[config.mk]
export PLATFORM = sky130hd
export DESIGN_NAME = regfile_wb_sink
export DESIGN_NICKNAME = d
export VERILOG_FILES = /design/src/rtl/regfile_wb_sink_pkg.sv /design/src/rtl/regfile_wb_sink_scoreboard.sv /design/src/rtl/regfile_wb_sink.sv
export SDC_FILE = /design/constraint.sdc
export NUM_CORES = 2
export LEC_CHECK = 0
export ABC_AREA = 1
export BUFFER_PORTS_ARGS = -buffer_cell sky130_fd_sc_hd__clkbuf_2
export CAP_MARGIN = 10
export CORE_UTILIZATION = 40
export DETAILED_ROUTE_END_ITERATION = 7
export HOLD_SLACK_MARGIN = 0.05
export MAX_ROUTING_LAYER = met4
export PLACE_DENSITY = 0.64
export SYNTH_ARGS = -nofsm -noshare
export SYNTH_HDL_FRONTEND = slang
export SYNTH_HIERARCHICAL = 1
export SYNTH_SLANG_ARGS = --single-unit
[constraint.sdc]
create_clock -name clk -period 7 [get_ports clk]
set_input_delay 1.05 -clock clk [delete_from_list [all_inputs] [get_ports clk]]
set_output_delay 1.05 -clock clk [all_outputs]
set_load 0.1 [all_outputs]
[src/rtl/regfile_wb_sink_pkg.sv]
// Shared types and sizes for the write-back register file.
// Build option: WB_BYPASS_EN enables same-cycle write-to-read bypass.
package regfile_wb_sink_pkg;

  localparam int XLEN = 32;
  localparam int NREG = 32;
  localparam int AW   = 5;

  localparam logic [AW-1:0] REG_ZERO = '0;

  typedef logic [NREG-1:0] pendVec_t;

endpackage

[src/rtl/regfile_wb_sink_scoreboard.sv]
// Pending-write scoreboard: per-register busy bits and live count.
// Build option: WB_BYPASS_EN hides registers written this cycle.
module regfile_wb_sink_scoreboard
  import regfile_wb_sink_pkg::*;
(
  input  logic          clk,
  input  logic          rst,
  input  logic          setEn,
  input  logic [AW-1:0] setRd,
  input  logic          clrEn,
  input  logic [AW-1:0] clrRd,
  input  logic [AW-1:0] a1,
  input  logic [AW-1:0] a2,
  output logic          pendEff1,
  output logic          pendEff2,
  output logic [AW:0]   pendCnt
);

  pendVec_t pending;
  pendVec_t pendNext;
  pendVec_t setMask;
  pendVec_t clrMask;
  logic     setV;
  logic     clrV;
  logic     inc;
  logic     dec;

  always_comb begin
    setV    = setEn && (setRd != REG_ZERO);
    clrV    = clrEn && (clrRd != REG_ZERO);
    setMask = '0;
    clrMask = '0;
    if (setV) setMask[setRd] = 1'b1;
    if (clrV) clrMask[clrRd] = 1'b1;
    // set is applied last so the younger producer wins
    pendNext = (pending & ~clrMask) | setMask;
    inc = setV && !pending[setRd];
    dec = clrV && pending[clrRd]
        && !(setV && (setRd == clrRd));
  end

  always_ff @(posedge clk) begin
    if (rst) begin
      pending <= '0;
      pendCnt <= '0;
    end else begin
      pending <= pendNext;
      unique case ({inc, dec})
        2'b10:   pendCnt <= pendCnt + {{AW{1'b0}}, 1'b1};
        2'b01:   pendCnt <= pendCnt - {{AW{1'b0}}, 1'b1};
        default: pendCnt <= pendCnt;
      endcase
    end
  end

  always_comb begin
`ifdef WB_BYPASS_EN
    pendEff1 = pending[a1] && (a1 != REG_ZERO)
             && !(clrV && (clrRd == a1));
    pendEff2 = pending[a2] && (a2 != REG_ZERO)
             && !(clrV && (clrRd == a2));
`else
    pendEff1 = pending[a1] && (a1 != REG_ZERO);
    pendEff2 = pending[a2] && (a2 != REG_ZERO);
`endif
  end

endmodule

[src/rtl/regfile_wb_sink.sv]
// Integer register file fed by write-back, read by decode, with stall.
// Build option: WB_BYPASS_EN forwards ResultW to same-cycle reads.
module regfile_wb_sink
  import regfile_wb_sink_pkg::*;
(
  input  logic            clk,
  input  logic            rst,
  input  logic            RegwriteW,
  input  logic [AW-1:0]   RdW,
  input  logic [XLEN-1:0] ResultW,
  input  logic [AW-1:0]   A1,
  input  logic [AW-1:0]   A2,
  input  logic            Use1,
  input  logic            Use2,
  output logic [XLEN-1:0] RD1,
  output logic [XLEN-1:0] RD2,
  input  logic            SbSet,
  input  logic [AW-1:0]   SbRd,
  output logic            StallD,
  output logic [AW:0]     PendCnt
);

  logic [XLEN-1:0] regs [NREG];
  logic            wbHit;
  logic            pendEff1;
  logic            pendEff2;

  assign wbHit = RegwriteW && (RdW != REG_ZERO);

  always_ff @(posedge clk) begin
    if (rst) begin
      for (int i = 0; i < NREG; i++)
        regs[i] <= '0;
    end else if (wbHit) begin
      regs[RdW] <= ResultW;
    end
  end

  always_comb begin
    RD1 = (A1 == REG_ZERO) ? '0 : regs[A1];
    RD2 = (A2 == REG_ZERO) ? '0 : regs[A2];
`ifdef WB_BYPASS_EN
    if (wbHit && (RdW == A1)) RD1 = ResultW;
    if (wbHit && (RdW == A2)) RD2 = ResultW;
`endif
  end

  regfile_wb_sink_scoreboard uSb (
    .clk      (clk),
    .rst      (rst),
    .setEn    (SbSet),
    .setRd    (SbRd),
    .clrEn    (RegwriteW),
    .clrRd    (RdW),
    .a1       (A1),
    .a2       (A2),
    .pendEff1 (pendEff1),
    .pendEff2 (pendEff2),
    .pendCnt  (PendCnt)
  );

  assign StallD = (Use1 && pendEff1) || (Use2 && pendEff2);

endmodule
==> impl_metrics.csv <==
group,metric,value,unit
outcome,status,"complete, but fails checks",
outcome,failed_checks,"DRC",
critical_path,crit_family,"buffers and inverters",
cells_and_area,areaGrowthSynthToFinish,9.08,%
timing,setup-tns-final,0,ns
critical_path,end_kind,"output port",
place,place_area,0.0618,mm^2
place,gp_congestion,0.925,
synthesis,synthTopCellsByCount,"nand2_1, nor2_1, nand3_1",
clock_network,postCtsSetupBuffers,0,
critical_path,ff2ff_path_depth,17,
clock_network,cts_buffers,116,
synthesis,ys_top_cells_by_area,"edfxtp_1, nand2_1, nor2_1",
global_routing,antenna_found_initial,5,
place,dp.final_hpwl,129000,um
critical_path,critPathBufInv,4,
job,maxCapViolations,0,
critical_path,crit_arrival,4.28,ns
drt,route.detailed.drc,1,
die,ios,129,
clock_network,clock_sinks,1062,
synthesis,synth.area.mux_share,0,
drt,ant_nets,0,
worst_hold_path,min_to,"uSb/pending[1]",
critical_path,cp.required,5.95,ns
place,io_buffer_count,128,
pwr,power_leakage,27.0,nW
synthesis,synth.distinct_cells,38,
cells_and_area,drive_gt1_frac,0.0727,
timing,fin_crit,5.33,ns
clock_network,postCtsResizedCells,0,
global_routing,grt_first_pass_wirelength,341000,um
critical_path,crit_path_top_delay_cell,"nor2_1",
worst_hold_path,hold_class,"reg -> reg",
timing,finalSetupViolations,0,
clock_network,clockRootBuffer,"clkbuf_16",
critical_path,cp_slowest_stage_delay,0.69,ns
synthesis,ys_seq_area_frac,0.526,
clock_network,cts_hold_buf,0,
critical_path,cpMostUsedCell,"nor2_1",
synthesis,synth_cells,7821,
drt,num_vias,57200,
synthesis,synth_fa_ha_area_frac,0.00138,
global_routing,grtUsageTotal,0.310,
die,start_util,0.404,
clock_network,cts-htree-levels,3,
critical_path,worst_r2r_startpoint,"uSb/pending[2]",
global_routing,grt_overflow,0,
timing,rsz0062_at_grt,"false",
timing,slew_headroom,0.132,
cells_and_area,nets,7656,
die,core,0.148,mm^2
timing,final_hold_viol_count,0,
critical_path,cp_max_fo,115,
drt,drt_wl_total,235000,um
die,std_cell_rows,141,
synthesis,syn-cell-area,0.0599,mm^2
global_routing,grt_max_degree,183,
synthesis,yosys_register_bits,1062,
critical_path,startpoint_type,"primary input",
cells_and_area,post-route-cell-area,0.0653,mm^2
synthesis,async_flop_share,0,
die,die_w,389,um
clock_network,path_clk_slew,0.05,ns
cells_and_area,fin_util,0.441,
synthesis,yosysMostFrequentCell,"nand2_1",
timing,slew_violations,0,
critical_path,regToRegSetupSlack,4.39,ns
worst_hold_path,hold_start,"uSb/pending[1]",
critical_path,critPathKind,"in -> out",
pwr,power_density,243,mW/mm^2
clock_network,cts_buffer_depth,3,
timing,fmax,188,MHz
global_routing,grt_pass1_vias,53100,
drt,wire_per_inst,24.5,um
synthesis,synth-edff-count,1024,
clock_network,cts_tree,"yes",
die,die_h,389,um
synthesis,synth-simple-area-share,0.345,
clock_network,worstSkewPairLatency,0.78,ns
worst_hold_path,hold_depth,2,
pwr,power.total,15.9,mW
die,die-area,0.151,mm^2
timing,fin_crit_sh,0.761,
timing,tightestPinTransition,1.30,ns
drt,first_pass_iters,8,
cells_and_area,fillers,14400,
synthesis,synth_top_family_by_area,"simple AND/OR/NAND/NOR gates",
critical_path,rr_endpoint,"uSb/pendCnt[5]",
critical_path,cp_cell_sequence,"buf_8, inv_8, buf_4, o21ai_0, nand3_1, nand2_1, nor2_1, nor2_1, nor2_1, buf_4",
synthesis,yosysWarnings,6,
drt,drt_first_iter_violations,9020,
synthesis,synth_top_cell_by_area,"edfxtp_1",
timing,skew,0.0224,ns
pwr,ir_drop,0.226,mV
synthesis,synth-xor-area-share,0.000878,
synthesis,synth_compound_area_frac,0.0637,
drt,vias_per_cell,5.94,
synthesis,syn_area_per_cell,7.66,um^2
synthesis,synth_top_area_frac,0.513,
synthesis,synth_ff_type,"edfxtp_1",
how the worst max path moves through the flow:
stage	start	end	slack [ns]	cells past startpoint
detailed placement	A1[0]	RD1[30]	1.87	12
floorplan	A1[1]	RD1[16]	2.59	10
global placement	A1[0]	RD1[30]	1.83	12
finish	A2[0]	RD2[6]	1.67	10
CTS	A1[0]	RD1[30]	1.86	12
global route	A2[0]	RD2[6]	1.63	10
cells by family after synthesis:
kind of cell | Yosys count
other cells | 1
fa+ha+maj | 6
compound gates | 716
buf+inv | 896
flops | 1062
simple gates | 5134
xor+xnor | 6
metrics by stage:
step | worst slack (ns) | hold slack, ns | instances
6_report | 1.67 | 0.490 | 9622
5_1_grt | 1.63 | 0.522 | 9622
4_1_cts | 1.86 | 0.491 | 9620
3_5_place_dp | 1.87 | 0.486 | 9404
3_3_place_gp | 1.83 | 0.478 | 9404
2_1_floorplan | 2.59 | 0.450 | 7852
routing by layer:
layer,wire length (um),GRT usage,vias up
li1,-,-,25100
met4,13500,0.162,0
met2,104000,0.467,4257
met1,86200,0.389,26900
met5,0,-,-
met3,31900,0.0732,884
cell type report:
cell class / count / area [um^2] / area share
tap: 1930 / 2410 / 0.0370
antenna: 2 / 5.00 / 0.0000766
sequential: 1062 / 31500 / 0.482
multi-input combinational: 5894 / 24900 / 0.381
timing repair buffer: 272 / 2010 / 0.0308
inverter: 246 / 965 / 0.0148
clock inverter: 72 / 485 / 0.00743
clock buffer: 144 / 3030 / 0.0464
tightest hold or removal path, cell delays in order (launching register included):
cell and delay, ns:
dfxtp_1 0.31, o21ai_0 0.07, a21oi_1 0.06
sequential cells by signal, summed over array words and instances, names as in the netlist:
name / flops
uSb/pending: 32
uSb/pendCnt: 6
regs: 1024
cells in the final DEF (no fill, tap or decap), types with 4 or more instances in the layout:
master | netlist | layout
inv_8 | 0 | 4
edfxtp_1 | 1024 | 1024
o211ai_1 | 44 | 44
clkbuf_1 | 317 | 27
clkinvlp_4 | 0 | 4
dfxtp_1 | 38 | 38
xor2_1 | 5 | 5
buf_4 | 13 | 139
a21oi_1 | 156 | 156
nand4_1 | 5 | 5
buf_12 | 0 | 17
conb_1 | 1 | 32
nand3_1 | 1028 | 1027
clkbuf_2 | 0 | 111
inv_1 | 223 | 219
nor3_1 | 19 | 19
clkinv_2 | 0 | 25
clkinv_1 | 2 | 38
nand2_1 | 2264 | 2202
inv_2 | 19 | 16
nor2_1 | 1798 | 1797
o21ai_0 | 455 | 455
ha_1 | 5 | 5
buf_8 | 0 | 4
clkbuf_16 | 0 | 117
a21oi_2 | 25 | 25
o21ai_1 | 28 | 28
nand2_2 | 12 | 74
report_power, final:
group / switching (mW) / leakage, nW / internal [mW] / total (mW)
clock: 2.69 / 1.71 / 3.17 / 5.86
sequential: 0.175 / 10.1 / 7.31 / 7.48
combinational: 2.00 / 15.2 / 0.546 / 2.55
total: 4.87 / 27.0 / 11.0 / 15.9
(Power assumes the default switching activity.)
